## src/rtl/multi_accum_pkg.sv

```systemverilog
`default_nettype none
// ============================================================================
//  Module      : multi_accum_pkg
//  Description : Shared types for the multi-channel accumulator. Holds the
//                command opcode encoding and the sweep FSM state encoding.
//  Revision    : 1.0 - initial release
// ============================================================================
package multi_accum_pkg;

  // Command opcodes as they appear on the in_op pins
  typedef enum logic [1:0] {
    OP_ADD       = 2'b00,
    OP_SUB       = 2'b01,
    OP_LOAD      = 2'b10,
    OP_CLEAR_ALL = 2'b11
  } op_e;

  // Control FSM: normal command processing or clear-all sweep
  typedef enum logic [0:0] {
    ST_IDLE  = 1'b0,
    ST_SWEEP = 1'b1
  } state_e;

endpackage : multi_accum_pkg
`default_nettype wire

```

## src/rtl/accum_alu.sv

```systemverilog
`default_nettype none
// ============================================================================
//  Module      : accum_alu
//  Description : Combinational accumulator update. Produces the next
//                accumulator value for one command and a carry/borrow flag.
//                Build option MULTI_ACCUM_SAT_EN: when defined, ADD clamps to
//                all-ones on carry and SUB clamps to zero on borrow; when
//                undefined, results wrap modulo 2^ACC_W.
//  Revision    : 1.0 - initial release
// ============================================================================
module accum_alu
  import multi_accum_pkg::*;
#(
  parameter int ACC_W = 16
) (
  input  logic [ACC_W-1:0] acc,
  input  logic [ACC_W-1:0] operand,
  input  op_e              op,
  output logic [ACC_W-1:0] result,
  output logic             ovf
);

  logic [ACC_W:0] ext;

  // One extra bit on the arithmetic exposes carry-out (ADD) or borrow (SUB)
  always_comb begin
    ext    = '0;
    result = '0;
    ovf    = 1'b0;
    case (op)
      OP_ADD: begin
        ext = {1'b0, acc} + {1'b0, operand};
        ovf = ext[ACC_W];
`ifdef MULTI_ACCUM_SAT_EN
        result = ovf ? '1 : ext[ACC_W-1:0];
`else
        result = ext[ACC_W-1:0];
`endif
      end
      OP_SUB: begin
        ext = {1'b0, acc} - {1'b0, operand};
        ovf = ext[ACC_W];
`ifdef MULTI_ACCUM_SAT_EN
        result = ovf ? '0 : ext[ACC_W-1:0];
`else
        result = ext[ACC_W-1:0];
`endif
      end
      OP_LOAD: result = operand;
      default: result = '0;
    endcase
  end

endmodule : accum_alu
`default_nettype wire

```

## src/rtl/multi_accum.sv

```systemverilog
`default_nettype none
// ============================================================================
//  Module      : multi_accum
//  Description : CHANNELS independent ACC_W-bit accumulators driven by a
//                valid/ready command stream (ADD/SUB/LOAD/CLEAR_ALL), with a
//                registered write-through read port and sticky per-channel
//                overflow flags. Two-stage pipeline: accept into S1, write the
//                array from S1 on the next edge.
//                Build option MULTI_ACCUM_SAT_EN selects saturating ADD/SUB
//                (handled inside accum_alu).
//  Revision    : 1.0 - initial release
// ============================================================================
module multi_accum
  import multi_accum_pkg::*;
#(
  parameter int IN_W     = 8,
  parameter int ACC_W    = 16,
  parameter int CHANNELS = 4
) (
  input  logic                          clk,
  input  logic                          rst,
  input  logic                          in_valid,
  output logic                          in_ready,
  input  logic [$clog2(CHANNELS)-1:0]   in_ch,
  input  logic [1:0]                    in_op,
  input  logic [IN_W-1:0]               in_data,
  input  logic                          rd_en,
  input  logic [$clog2(CHANNELS)-1:0]   rd_ch,
  output logic                          rd_valid,
  output logic [ACC_W-1:0]              rd_data,
  output logic [CHANNELS-1:0]           ovf,
  input  logic                          ovf_clr
);

  localparam int CH_W = $clog2(CHANNELS);

  generate
    if (ACC_W < IN_W || CHANNELS < 2 || (CHANNELS & (CHANNELS - 1)) != 0) begin : g_param_check
      $error("multi_accum: need ACC_W >= IN_W and CHANNELS a power of 2 >= 2");
    end
  endgenerate

  // S1 command register; widths follow this instance's parameters
  typedef struct packed {
    logic            valid;
    op_e             op;
    logic [CH_W-1:0] ch;
    logic [IN_W-1:0] data;
  } s1_t;

  s1_t                 s1_q, s1_d;
  logic [ACC_W-1:0]    acc_q [CHANNELS];
  logic [ACC_W-1:0]    acc_d [CHANNELS];
  state_e              state_q, state_d;
  logic [CH_W-1:0]     sweep_idx_q, sweep_idx_d;
  logic [CHANNELS-1:0] ovf_q, ovf_d;
  logic                rd_valid_q, rd_valid_d;
  logic [ACC_W-1:0]    rd_data_q, rd_data_d;

  logic                s1_is_clear;
  logic [ACC_W-1:0]    alu_res;
  logic                alu_ovf;
  logic                wr_en;
  logic [CH_W-1:0]     wr_ch;
  logic [ACC_W-1:0]    wr_val;

  assign s1_is_clear = s1_q.valid && (s1_q.op == OP_CLEAR_ALL);

  // Ready drops as soon as a CLEAR_ALL sits in S1 so nothing can queue behind it
  assign in_ready = ~rst && (state_q == ST_IDLE) && ~s1_is_clear;

  assign rd_valid = rd_valid_q;
  assign rd_data  = rd_data_q;
  assign ovf      = ovf_q;

  accum_alu #(
    .ACC_W (ACC_W)
  ) u_alu (
    .acc     (acc_q[s1_q.ch]),
    .operand (ACC_W'(s1_q.data)),
    .op      (s1_q.op),
    .result  (alu_res),
    .ovf     (alu_ovf)
  );

  // Single array write port: the sweep owns it in SWEEP, otherwise S2.
  // A CLEAR_ALL in S2 clears channel 0 itself; the sweep then covers the rest.
  always_comb begin
    wr_en  = 1'b0;
    wr_ch  = '0;
    wr_val = '0;
    if (state_q == ST_SWEEP) begin
      wr_en = 1'b1;
      wr_ch = sweep_idx_q;
    end else if (s1_q.valid) begin
      wr_en  = 1'b1;
      wr_ch  = s1_is_clear ? '0 : s1_q.ch;
      wr_val = alu_res;
    end
  end

  // Sweep FSM next state and channel index
  always_comb begin
    state_d     = state_q;
    sweep_idx_d = sweep_idx_q;
    case (state_q)
      ST_IDLE: begin
        if (s1_is_clear) begin
          state_d     = ST_SWEEP;
          sweep_idx_d = CH_W'(1);
        end
      end
      ST_SWEEP: begin
        if (sweep_idx_q == CH_W'(CHANNELS - 1)) begin
          state_d     = ST_IDLE;
          sweep_idx_d = '0;
        end else begin
          sweep_idx_d = sweep_idx_q + 1'b1;
        end
      end
      default: begin
        state_d     = ST_IDLE;
        sweep_idx_d = '0;
      end
    endcase
  end

  // Array, flags, S1 capture and write-through read port
  always_comb begin
    acc_d = acc_q;
    if (wr_en) begin
      acc_d[wr_ch] = wr_val;
    end

    // A flag being set in the same cycle as ovf_clr stays set
    ovf_d = ovf_clr ? '0 : ovf_q;
    if ((state_q == ST_IDLE) && s1_q.valid && alu_ovf) begin
      ovf_d[s1_q.ch] = 1'b1;
    end

    s1_d.valid = in_valid && in_ready;
    s1_d.op    = op_e'(in_op);
    s1_d.ch    = in_ch;
    s1_d.data  = in_data;

    rd_valid_d = rd_en;
    rd_data_d  = rd_data_q;
    if (rd_en) begin
      rd_data_d = (wr_en && (wr_ch == rd_ch)) ? wr_val : acc_q[rd_ch];
    end
  end

  // All state registers; reset discards any in-flight command or sweep
  always_ff @(posedge clk) begin
    if (rst) begin
      s1_q        <= '0;
      state_q     <= ST_IDLE;
      sweep_idx_q <= '0;
      ovf_q       <= '0;
      rd_valid_q  <= 1'b0;
      rd_data_q   <= '0;
      for (int i = 0; i < CHANNELS; i++) begin
        acc_q[i] <= '0;
      end
    end else begin
      s1_q        <= s1_d;
      state_q     <= state_d;
      sweep_idx_q <= sweep_idx_d;
      ovf_q       <= ovf_d;
      rd_valid_q  <= rd_valid_d;
      rd_data_q   <= rd_data_d;
      for (int i = 0; i < CHANNELS; i++) begin
        acc_q[i] <= acc_d[i];
      end
    end
  end

endmodule : multi_accum
`default_nettype wire

```

## config.mk

```make
export PLATFORM = sky130hd
export DESIGN_NAME = multi_accum
export DESIGN_NICKNAME = d
export VERILOG_FILES = /design/src/rtl/multi_accum_pkg.sv /design/src/rtl/accum_alu.sv /design/src/rtl/multi_accum.sv
export SDC_FILE = /design/constraint.sdc
export NUM_CORES = 1
export LEC_CHECK = 0
export ABC_AREA = 0
export BUFFER_PORTS_ARGS = -buffer_cell sky130_fd_sc_hd__buf_2
export CORE_UTILIZATION = 41
export CTS_CLUSTER_DIAMETER = 100
export DETAILED_ROUTE_END_ITERATION = 8
export GPL_ROUTABILITY_DRIVEN = 0
export PLACE_DENSITY = 0.59
export SYNTH_ARGS = -nofsm -noshare
export SYNTH_HDL_FRONTEND = slang
export SYNTH_SLANG_ARGS = --single-unit
```

## constraint.sdc

```tcl
create_clock -name clk -period 3.5 [get_ports clk]
set_clock_uncertainty 0.15 [all_clocks]
set_input_delay 0.7 -clock clk [delete_from_list [all_inputs] [get_ports clk]]
set_output_delay 0.7 -clock clk [all_outputs]
set_load 0.05 [all_outputs]
```

Yosys cells after proc, flatten, opt, wreduce, memory -nomap -nowiden:

Cells that the tools add are included.

* bitwise gates (word level): 7
* equal/unequal tests: 6
* add/sub/neg operators: 3
* multipliers: 0
* $lt $le $gt $ge: 6
* reductions and logical operators: 10
* shift operators: 0
* divide/modulo/power cells: 0
* mux-type cells: 29

Operator list (count)
* $mux W16: 8
* $bmux W16 S2: 2
* $bwmux W64: 1
* $pmux W16 S3: 1
* $demux W16 S2: 1
* $add A16 B8 Y17: 1
* $sub A16 B8 Y17: 1
* $mux W2: 5
* $ge A3 B3 Y1 const B: 3
* $logic_and A1 B1 Y1: 9
* $not A2 Y3: 3
* $mux W4: 2
* $eq A2 B2 Y1 const B: 3
* $mux W1: 5
* $or A4 B4 Y4: 1
* $pmux W1 S2: 2
* $pmux W2 S2: 1
* $lt A2 B3 Y1 const B: 1
* $lt A3 B1 Y1 const B: 1
* $not A1 Y1: 3
* $add A2 B1 Y2 const B: 1
* $demux W1 S2: 1
* $eq A2 B1 Y1 const B: 1
* $eq A2 B2 Y1: 1
* other kinds (3): 3

* latch bits: 0
* logic and storage cells: 74
* RAM bits: 0
* output and inout port bits: 22
* flip-flop bits (word level): 101
* memory bits (read-only): 0
* memories kept: 0

Logic depth before layout (Yosys ltp):

Gate-level depths: netlist of the first run.

* depth in word-level cells: 11
* gate-level depth with buffers: 13
* gate-level depth less buffers: 11

Cells and area by module:

From an unflattened synthesis of the first run, not the netlist that was laid out.

* cell total of the unflattened synthesis: 730
* area, all modules: 6702.7 um^2

Modules (own cells, without submodules)
* multi_accum: cells an instance 474, area each 4823.4 um^2, sequential area each 2021.9 um^2, instances 1
* accum_alu: cells an instance 256, area each 1879.3 um^2, sequential area each 0.0 um^2, instances 1

Worst setup path before layout of the first run:

No wires, ideal clock.

* kind: register to register
* from: register s1_q[8] (netlist name)
* to: register rd_data_q[6] (netlist: rd_data[6])
* arrival: 3.072 ns
* period minus slack after synthesis: 3.301 ns
* buffers on the path: 2
* cell stages (with the launch flop): 12
* setup slack: 0.199 ns
* required time: 3.271 ns
* cells stage by stage: dfxtp_1 > buf_6 > buf_6 > mux4_2 > ha_1 > nand2b_1 > nand3_1 > a311o_1 > and3_1 > o41ai_2 > a22oi_1 > a211oi_2

* word-level cells in the longest chain between the ends: 9
* elaborated cells between the ends (all ways): 15

RTL lines
* start: declaration: RTL line multi_accum.sv:51 `s1_t s1_q, s1_d;`
* start signal: assignment: RTL line multi_accum.sv:156 `s1_q <= '0;`
* start signal: assignment: RTL line multi_accum.sv:166 `s1_q <= s1_d;`
* $not A2 Y3 (implied by the code): RTL line multi_accum.sv:79 `.acc (acc_q[s1_q.ch]),`
* $bmux W16 S2: RTL line multi_accum.sv:79
* $mux W16 (implied by the code) (2 in a row): RTL line multi_accum.sv:79
* $sub A16 B8 Y17 / $add A16 B8 Y17 (equally long branches): RTL line accum_alu.sv:41, accum_alu.sv:32
* $pmux W16 S3: RTL line accum_alu.sv:30 `case (op)`
* $mux W16: RTL line multi_accum.sv:95 `end else if (s1_q.valid) begin`
* $mux W16: RTL line multi_accum.sv:92 `if (state_q == ST_SWEEP) begin`
* $mux W16 (*): RTL line multi_accum.sv:149 `rd_data_d = (wr_en && (wr_ch == rd_ch)) ? wr_val : acc_q[rd_ch];`
* end signal: assignment: RTL line multi_accum.sv:171 `rd_data_q <= rd_data_d;`
* end: declaration: RTL line multi_accum.sv:58 `logic [ACC_W-1:0] rd_data_q, rd_data_d;`

Mark *: on every way between the ends. The rest lies on a longest branch, timed or not. The select of a mux whose other input is x is not followed.
A chain may end at the register's enable or synchronous reset.

Worst setup path after layout of the first run:

* from: register s1_q[8] (netlist name)
* to: register acc_q[10] (netlist name)

* word-level cells in the longest chain between the ends: 9
* elaborated cells between the ends (all ways): 19

RTL lines
* $not A2 Y3 (implied by the code) / $mux W2 (equally long branches): RTL line multi_accum.sv:79, multi_accum.sv:97
* $bmux W16 S2 / $mux W2 (equally long branches): RTL line multi_accum.sv:79, multi_accum.sv:95
* $mux W16 (implied by the code) / $mux W2 (equally long branches): RTL line multi_accum.sv:79, multi_accum.sv:92
* $mux W16 (implied by the code) / $not A2 Y3 (equally long branches): RTL line multi_accum.sv:79, multi_accum.sv:132
* $sub A16 B8 Y17 (tied with other cells): RTL line accum_alu.sv:41 `ext = {1'b0, acc} - {1'b0, operand};`
* $pmux W16 S3 / $logic_and A1 B1 Y1 (equally long branches): RTL line accum_alu.sv:30, multi_accum.sv:132
* $mux W16 (on tied branches): RTL line multi_accum.sv:95, multi_accum.sv:132
* $mux W16 / $demux W16 S2 (equally long branches): RTL line multi_accum.sv:92, multi_accum.sv:132
* $bwmux W64 (*): RTL line multi_accum.sv:132 `acc_d[wr_ch] = wr_val;`
* end signal: indexed assignment: RTL line multi_accum.sv:173 `acc_q[i] <= acc_d[i];`
* end: declaration: RTL line multi_accum.sv:52 `logic [ACC_W-1:0] acc_q [CHANNELS];`

Marked as above.

==> results of run 1 <==
==> through the flow <==
step | power [uW] | cells | cell area (um^2) | setup slack [ns]
after floorplan | 1450 | 633 | 5810 | 0.199
after global placement | 1550 | 840 | 6270 | 0.119
after detailed placement | 1550 | 840 | 6270 | 0.0764
after CTS | 2520 | 855 | 6560 | 0.0428
after global routing | 2600 | 855 | 6640 | 0.00138
final | 2530 | 855 | 6640 | 0.149
==> flip-flops by register name, indices dropped and copies added (netlist names) <==
| signal | count |
|---|---|
| sweep_idx_q | 2 |
| ovf | 4 |
| rd_data | 16 |
| s1_q | 13 |
| rd_valid | 1 |
| state_q | 1 |
| acc_q | 64 |
==> final cells by class <==
cell class | instances | area [um^2] | area share [%]
inverters | 20 | 75.1 | 1.13
well taps | 180 | 225 | 3.39
multi-input cells | 471 | 3610 | 54.4
clock inverters | 3 | 18.8 | 0.282
repair buffers | 68 | 423 | 6.37
flip-flops and latches | 101 | 2020 | 30.4
clock buffers | 12 | 267 | 4.01
==> power by group through the flow <==
stage / Sequential [uW] / Clock (uW) / Combinational [uW]
after floorplan: 1240 / 0 / 207
after global placement: 1210 / 0 / 338
after detailed placement: 1210 / 0 / 341
after CTS: 1190 / 994 / 343
after global routing: 1190 / 1040 / 380
final: 1190 / 982 / 357
==> cells in the mapped netlist (all sizes together), types with 2 or more instances <==
cell type,count
o21ai,37
and2,4
a311oi,8
buf,13
o21bai,4
dfxtp,101
ha,20
mux2i,3
inv,19
clkbuf,28
or3,3
a22o,2
nor3,21
nor2b,19
o21a,3
mux4,32
o211ai,7
a211oi,10
a31oi,9
nor3b,4
xnor2,5
o31ai,10
nand3,6
a2bb2oi,2
nor2,44
and3,8
a22oi,13
xor2,3
or4,2
nand3b,38
a21oi,43
a211o,3
nand4,3
nand2,72
nor4,3
a32oi,2
fa,2
nand2b,11
==> per-layer routing <==
| layer | vias up | routed length [um] | global-route usage, % |
|---|---|---|---|
| li1 | 2408 | - | - |
| met1 | 2611 | 7660 | 32.8 |
| met2 | 196 | 7900 | 38.0 |
| met3 | 19 | 1170 | 3.24 |
| met4 | 0 | 342 | 8.10 |
| met5 | - | 0 | 0 |
==> worst paths after layout <==
path | startpoint | endpoint | slack (ns) | cells after the start
worst min register to register | ovf[0]$_SDFF_PP0_ | ovf[0]$_SDFF_PP0_ | 0.31 | 2
worst max register to register | s1_q[8]$_SDFF_PP0_ | acc_q[10]$_SDFFE_PP0P_ | 0.15 | 10
worst max-delay path | s1_q[8]$_SDFF_PP0_ | acc_q[10]$_SDFFE_PP0P_ | 0.15 | 10
worst min-delay path | ovf[0]$_SDFF_PP0_ | ovf[0]$_SDFF_PP0_ | 0.31 | 2
==> cells by family (layout without fill, tap and decap cells) <==
kind of cell	after synthesis	count (layout)	synth area share, %
buf+inv	61	103	4.50
fa+ha+maj	22	22	4.99
mux	36	36	13.1
simple gates	240	240	22.2
compound gates	165	165	19.2
flops	101	101	34.8
xor+xnor	8	8	1.21
==> layout by cell type (no fill, tap or decap), drive strengths merged, types with 3 or more instances in the layout <==
| cell type | netlist | layout |
|---|---|---|
| and3 | 8 | 8 |
| nor2b | 19 | 19 |
| nand3b | 38 | 38 |
| clkbuf | 28 | 12 |
| and2 | 4 | 4 |
| xnor2 | 5 | 5 |
| o31ai | 10 | 10 |
| xor2 | 3 | 3 |
| ha | 20 | 20 |
| mux4 | 32 | 32 |
| o21a | 3 | 3 |
| o211ai | 7 | 7 |
| inv | 19 | 20 |
| nand2b | 11 | 11 |
| nor2 | 44 | 44 |
| a311oi | 8 | 8 |
| nand2 | 72 | 72 |
| dfxtp | 101 | 101 |
| buf | 13 | 68 |
| nor3 | 21 | 21 |
| a211o | 3 | 3 |
| mux2i | 3 | 3 |
| a31oi | 9 | 9 |
| o21bai | 4 | 4 |
| or3 | 3 | 3 |
| a21oi | 43 | 43 |
| nand3 | 6 | 6 |
| nor4 | 3 | 3 |
| nor3b | 4 | 4 |
| o21ai | 37 | 37 |
| clkinv | 1 | 3 |
| nand4 | 3 | 3 |
| a22oi | 13 | 13 |
| a211oi | 10 | 10 |
==> worst reg2reg max path, delay by kind of cell (launching register included) <==
kind / cells / cell delay (ns)
flip-flops: 1 / 0.36
multiplexers: 1 / 0.54
AND/OR/NAND/NOR: 3 / 0.65
buffers and inverters: 1 / 0.15
AO/OA/AOI/OAI: 4 / 1.00
adder cells (fa/ha/maj): 1 / 0.37
==> results.md, run 1 <==
- Crit. End Element: flop
- First-pass GRT wire length: between 20 and 30 mm
- Register share of total power: a little under half
- Asr flop ratio synth: 0%
- Mean area per synthesized cell: approximately 9.2 um^2
- Worst-skew pair later-pin latency: about 0.36 ns
- CTS Hold Bufs: 0
- Critical path class: reg2reg
- Synth Register Bits: between 100 and 150
- Top post-synthesis cells by area: dfxtp_1 35%, mux4_2 12%, nand3b_1 4.9%, nand2_1 4.6%, ha_1 4.3%
- CTS tree: built
- Worst setup SP type: flop
- Cell Area, Synth: ~5800 um^2
- Die height: 121 um
- CTS Buffer Depth: 2
- CTS Buf Count: 9
- Critical path fanouts, max: 10
- Post-CTS setup buffer count: 0
- I/O Pins: 41
- Yosys warns: 0
- Sink Count: a little over 100
- Filler cell count in the final layout: between 1000 and 1500
- DR iter-0 viols: 400
- Hold slack: a little over 0.3 ns
- Nets: between 700 and 800
- DR pass1 iterations: 7
- Period minus WS final: 3.35 ns
- Clock-pin slew on the worst setup and hold paths: ~0.070 ns
- Endpoints failing hold: 0
- Max cap viols: 0
- LEAKAGE: between 0.002 and 0.0025 uW
- Comb power frac: 14.1%
- Yosys top cell by area: dfxtp_1
- Setup TNS: 0 ns
- Internal power: between 1500 and 2000 uW
- WP data arrival: about 3.4 ns
- Die X: 121 um
- Clock power frac: 38.9%
- Antenna violations before repair: 0
- Row count: 43
- # DRC: 0
- Die Area: roughly 15000 um^2
- Worst Tran Pin Value: slightly below 0.9 ns
- ANT cells: 0
- Buffers & Inverters on Critical Path: 1
- Count of different cell masters after synthesis: 72
- Vias: 5234
- Switch Pwr: 692 uW
- P per Cell Area: between 300 and 400 nW/um^2
- VDD IR max: around 0.23 mV
- # resized after CTS: 0
- Max_slew headroom: 40.1%
- Final Routed Wirelength: about 17 mm
- Most frequent CP cell: a211o_1
- Crit-path slowest cell: mux4_2
- Starting Density: 41.9%
- Antenna viol nets, final: 0
- Number of port buffers: 40
- RSZ-0062 raised after global routing: false
- Hpwl dp: roughly 12 mm
- Syn Inst Count: between 600 and 700
- Vias per cell: between 6 and 7
- Synth top area share: a little over a third
- Post-DR wirelength/cell: around 20 um
- Number of global-route vias before repair: around 4900
- Final Slew Violations: 0
- Final Core Density: a little under half
- GRT Total Usage: between 20% and 30%
- Worst min path class: reg2reg
- Layout cells sized above 1: between 20% and 30%
- Total grt overflow: 0
- Fin crit share: roughly 96%
- Sequential-to-total area share from yosys stat: approximately a third
- Net Sw Frac: 27.4%
- Largest stage delay, worst path: approximately 0.54 ns
- Core Box Area: approximately 14000 um^2
- Syn_nets: ~670
- Post-synth EDFFs: 0
- Status: complete, no violations
- Largest net degree at the start of global routing: 70
- Setup-failing EPs final: 0
- Area grow syn2layout: 14.3%
- Crit-path cells: buf_12 -> mux4_2 -> ha_2 -> nor2b_1 -> nand3_1 -> a211o_1 -> a211o_1 -> and3_4 -> o211ai_1 -> a21oi_1
- Top delay family on crit path: compound AO/OA/AOI/OAI gates
- Worst EP required: roughly 3.6 ns
- Root Driver: clkbuf_16
- Most used DFF post-synth: dfxtp_1
- Fmax: between 0.2 and 0.3 GHz
- CTS H-tree lvls: 3
No activity file was read; power rests on OpenSTA's default activity.
==> inputs of run 2 (changes only) <==
--- a/config.mk
+++ b/config.mk
@@ -7,11 +7,11 @@
 export LEC_CHECK = 0
 export ABC_AREA = 0
 export BUFFER_PORTS_ARGS = -buffer_cell sky130_fd_sc_hd__buf_2
-export CORE_UTILIZATION = 41
+export CORE_UTILIZATION = 35
 export CTS_CLUSTER_DIAMETER = 100
 export DETAILED_ROUTE_END_ITERATION = 8
 export GPL_ROUTABILITY_DRIVEN = 0
-export PLACE_DENSITY = 0.59
+export PLACE_DENSITY = 0.52
 export SYNTH_ARGS = -nofsm -noshare
 export SYNTH_HDL_FRONTEND = slang
 export SYNTH_SLANG_ARGS = --single-unit
==> run 2 against run 1 <==
  * Non-clock buffer count grew 1
  * Design area up 0.45%
  * First-iteration DRC count rose by 21%
  * Utilization is 6.3 points lower
  * Sequential share of layout area decreased by 0.099 points
==> results.md, run 2 (same netlist as run 1, synthesis figures left out) <==
- Fmax: 0.297 GHz (was 0.298 GHz)
- Core Box Area: 16100 um^2 (was 13900 um^2)
- Crit-path slowest cell: mux4_2 (unchanged)
- Vias: 5199 (was 5234)
- Internal power: 1800 uW (was 1840 uW)
- # DRC: 0 (unchanged)
- ANT cells: 0 (unchanged)
- WP data arrival: 3.43 ns (was 3.41 ns)
- Most frequent cells in the layout: 99 x dfxtp_1, 71 x nand2_1, 43 x nor2_1 (was 101 x dfxtp_1, 71 x nand2_1, 44 x nor2_1)
- Fin crit share: 96.2% (was 95.7%)
- I/O Pins: 41 (unchanged)
- Root Driver: clkbuf_16 (unchanged)
- GRT Total Usage: 22.1% (was 23.7%)
- Die X: 131 um (was 121 um)
- M1 GR Usage: 31.2% (was 32.8%)
- Layout cells sized above 1: 21.6% (about the same)
- Register share of total power: 47.5% (was 47.0%)
- Critical path class: reg2reg (unchanged)
- Die Area: 17100 um^2 (was 14700 um^2)
- Clock-pin slew on the worst setup and hold paths: 0.07 ns (about the same)
- Filler cell count in the final layout: 1598 (was 1317)
- DR iter-0 viols: 485 (was 400)
- Largest net degree at the start of global routing: 57 (was 70)
- Final Routed Wirelength: 17.9 mm (was 17.1 mm)
- Most flop-heavy register: acc_q (unchanged)
- Largest register FFs: 64 (unchanged)
- Buffers & Inverters on Critical Path: 2 (was 1)
- Max cap viols: 0 (unchanged)
- CTS Hold Bufs: 0 (unchanged)
- Top delay family on crit path: compound AO/OA/AOI/OAI gates (unchanged)
- Hpwl dp: 12.5 mm (was 12.0 mm)
- Vias per cell: 5.82 (was 6.12)
- Worst EP required: 3.57 ns (was 3.56 ns)
- Antenna viol nets, final: 0 (unchanged)
- Clock power frac: 38.1% (was 38.9%)
- CTS tree: built (unchanged)
- Crit. End Element: flop (unchanged)
- Setup TNS: 0 ns (unchanged)
- Period minus WS final: 3.37 ns (was 3.35 ns)
- CTS Buf Count: 9 (unchanged)
- Most common cell after layout, fill and taps aside: dfxtp_1 (unchanged)
- Switch Pwr: 702 uW (was 692 uW)
- Starting Density: 36.2% (was 41.9%)
- Grt met2 use: 34.5% (was 38.0%)
- Max_slew headroom: 30.2% (was 40.1%)
- Met3 Usage GRT: 2.40% (was 3.24%)
- Final Slew Violations: 0 (unchanged)
- GRT Max-Usage Layer: met2 (unchanged)
- Reg-to-reg setup timing slack: 0.13 ns (was 0.15 ns)
- Number of port buffers: 40 (unchanged)
- Comb power frac: 14.4% (was 14.1%)
- Worst Setup SP: s1_q[8]$_SDFF_PP0_ (unchanged)
- DR pass1 iterations: 5 (was 7)
- Worst-skew pair later-pin latency: 0.35 ns (was 0.36 ns)
- Endpoints failing hold: 0 (unchanged)
- Number of global-route vias before repair: 5035 (was 4881)
- Setup-failing EPs final: 0 (unchanged)
- Worst min path class: reg2reg (unchanged)
- Nets: 713 (was 712)
- Worst R2R Start: s1_q[8]$_SDFF_PP0_ (unchanged)
- VDD IR max: 0.234 mV (was 0.227 mV)
- Area grow syn2layout: 14.8% (was 14.3%)
- Total grt overflow: 0 (unchanged)
- CTS Buffer Depth: 2 (unchanged)
- CTS H-tree lvls: 3 (unchanged)
- Status: complete, no violations (unchanged)
- Hold Startpoint: ovf[3]$_SDFF_PP0_ (was ovf[0]$_SDFF_PP0_)
- Worst setup SP type: flop (unchanged)
- Row count: 46 (was 43)
- Sink Count: 101 (unchanged)
- Crit-path cells: buf_6 -> mux4_2 -> ha_2 -> inv_1 -> fa_1 -> o21bai_1 -> nand3_1 -> a211o_1 -> a211o_1 -> and3_4 -> o211ai_1 -> a21oi_1 (was buf_12 -> mux4_2 -> ha_2 -> nor2b_1 -> nand3_1 -> a211o_1 -> a211o_1 -> and3_4 -> o211ai_1 -> a21oi_1)
- Most frequent CP cell: a211o_1 (unchanged)
- P per Cell Area: 375 nW/um^2 (was 380 nW/um^2)
- Placed cell count: 873 (was 840)
- Largest stage delay, worst path: 0.39 ns (was 0.54 ns)
- First-pass GRT wire length: 28.0 mm (was 26.5 mm)
- LEAKAGE: 0.00238 uW (was 0.00239 uW)
- Critical path fanouts, max: 7 (was 10)
- Post-DR wirelength/cell: 20.0 um (about the same)
- Antenna violations before repair: 0 (unchanged)
- Fin cells: 893 (was 855)
- Die height: 131 um (was 121 um)
- Worst Tran Pin Value: 1.05 ns (was 0.892 ns)
- Net Sw Frac: 28.0% (was 27.4%)
run 2: changes by cell type in the layout (fill, tap and decap cells not counted), sizes merged:
cell / previous run / this run
buf: 68 / 69
inv: 20 / 19
clkinvlp: 0 / 1
clkbuf: 12 / 13
run 2: final cells by class:
type                            count  area (um^2)  share of cell area (%)
Timing Repair Buffer               69          422                    6.32
Clock buffer                       13          250                    3.75
Multi-Input combinational cell    471         3610                    54.1
Inverter                           20         75.1                    1.12
Tap cell                          216          270                    4.05
Clock inverter                      3         21.3                   0.319
Sequential cell                   101         2020                    30.3
run 2: power groups by stage:
| stage | Clock, uW | Combinational, uW | Sequential [uW] |
|---|---|---|---|
| after floorplan | 0 | 207 | 1240 |
| after global placement | 0 | 340 | 1220 |
| after detailed placement | 0 | 342 | 1220 |
| after CTS | 973 | 347 | 1190 |
| after global routing | 1020 | 385 | 1190 |
| final | 955 | 360 | 1190 |
run 2: repair_timing:
item	in CTS	in global routing
resized for setup	4	12
setup buffers	0	4
pin swaps	0	9
endpoints found under the setup margin	7	46
run 2: through the flow:
stage	util, %	total power (uW)	hold WS, ns	setup slack, ns	cell area [um^2]
final	41.6	2510	0.299	0.132	6670
after global routing	41.6	2600	0.324	-0.00450	6670
after CTS	41.0	2510	0.302	0.0276	6590
after detailed placement	39.1	1560	0.287	-0.00314	6280
after global placement	39.1	1560	0.284	0.0434	6280
after floorplan	-	1450	0.289	0.199	5810
run 2: layer usage:
metal  wire length, um  vias to the layer above
met5                 0                        -
met4               342                        0
met3               722                       26
met2              8170                      136
met1              8670                     2617
li1                  -                     2420
run 2: final timing paths:
kind                             to  depth (start not counted)
max          acc_q[10]$_SDFFE_PP0P_                         12
min               ovf[3]$_SDFF_PP0_                          2
max reg2reg  acc_q[10]$_SDFFE_PP0P_                         12
min reg2reg       ovf[3]$_SDFF_PP0_                          2
run 2: worst register-to-register path: stages (launching register included):
cell	delay, ns
dfxtp_2	0.34
buf_6	0.15
mux4_2	0.40
ha_2	0.19
inv_1	0.05
fa_1	0.38
o21bai_1	0.20
nand3_1	0.14
a211o_1	0.38
a211o_1	0.36
and3_4	0.21
o211ai_1	0.18
a21oi_1	0.09
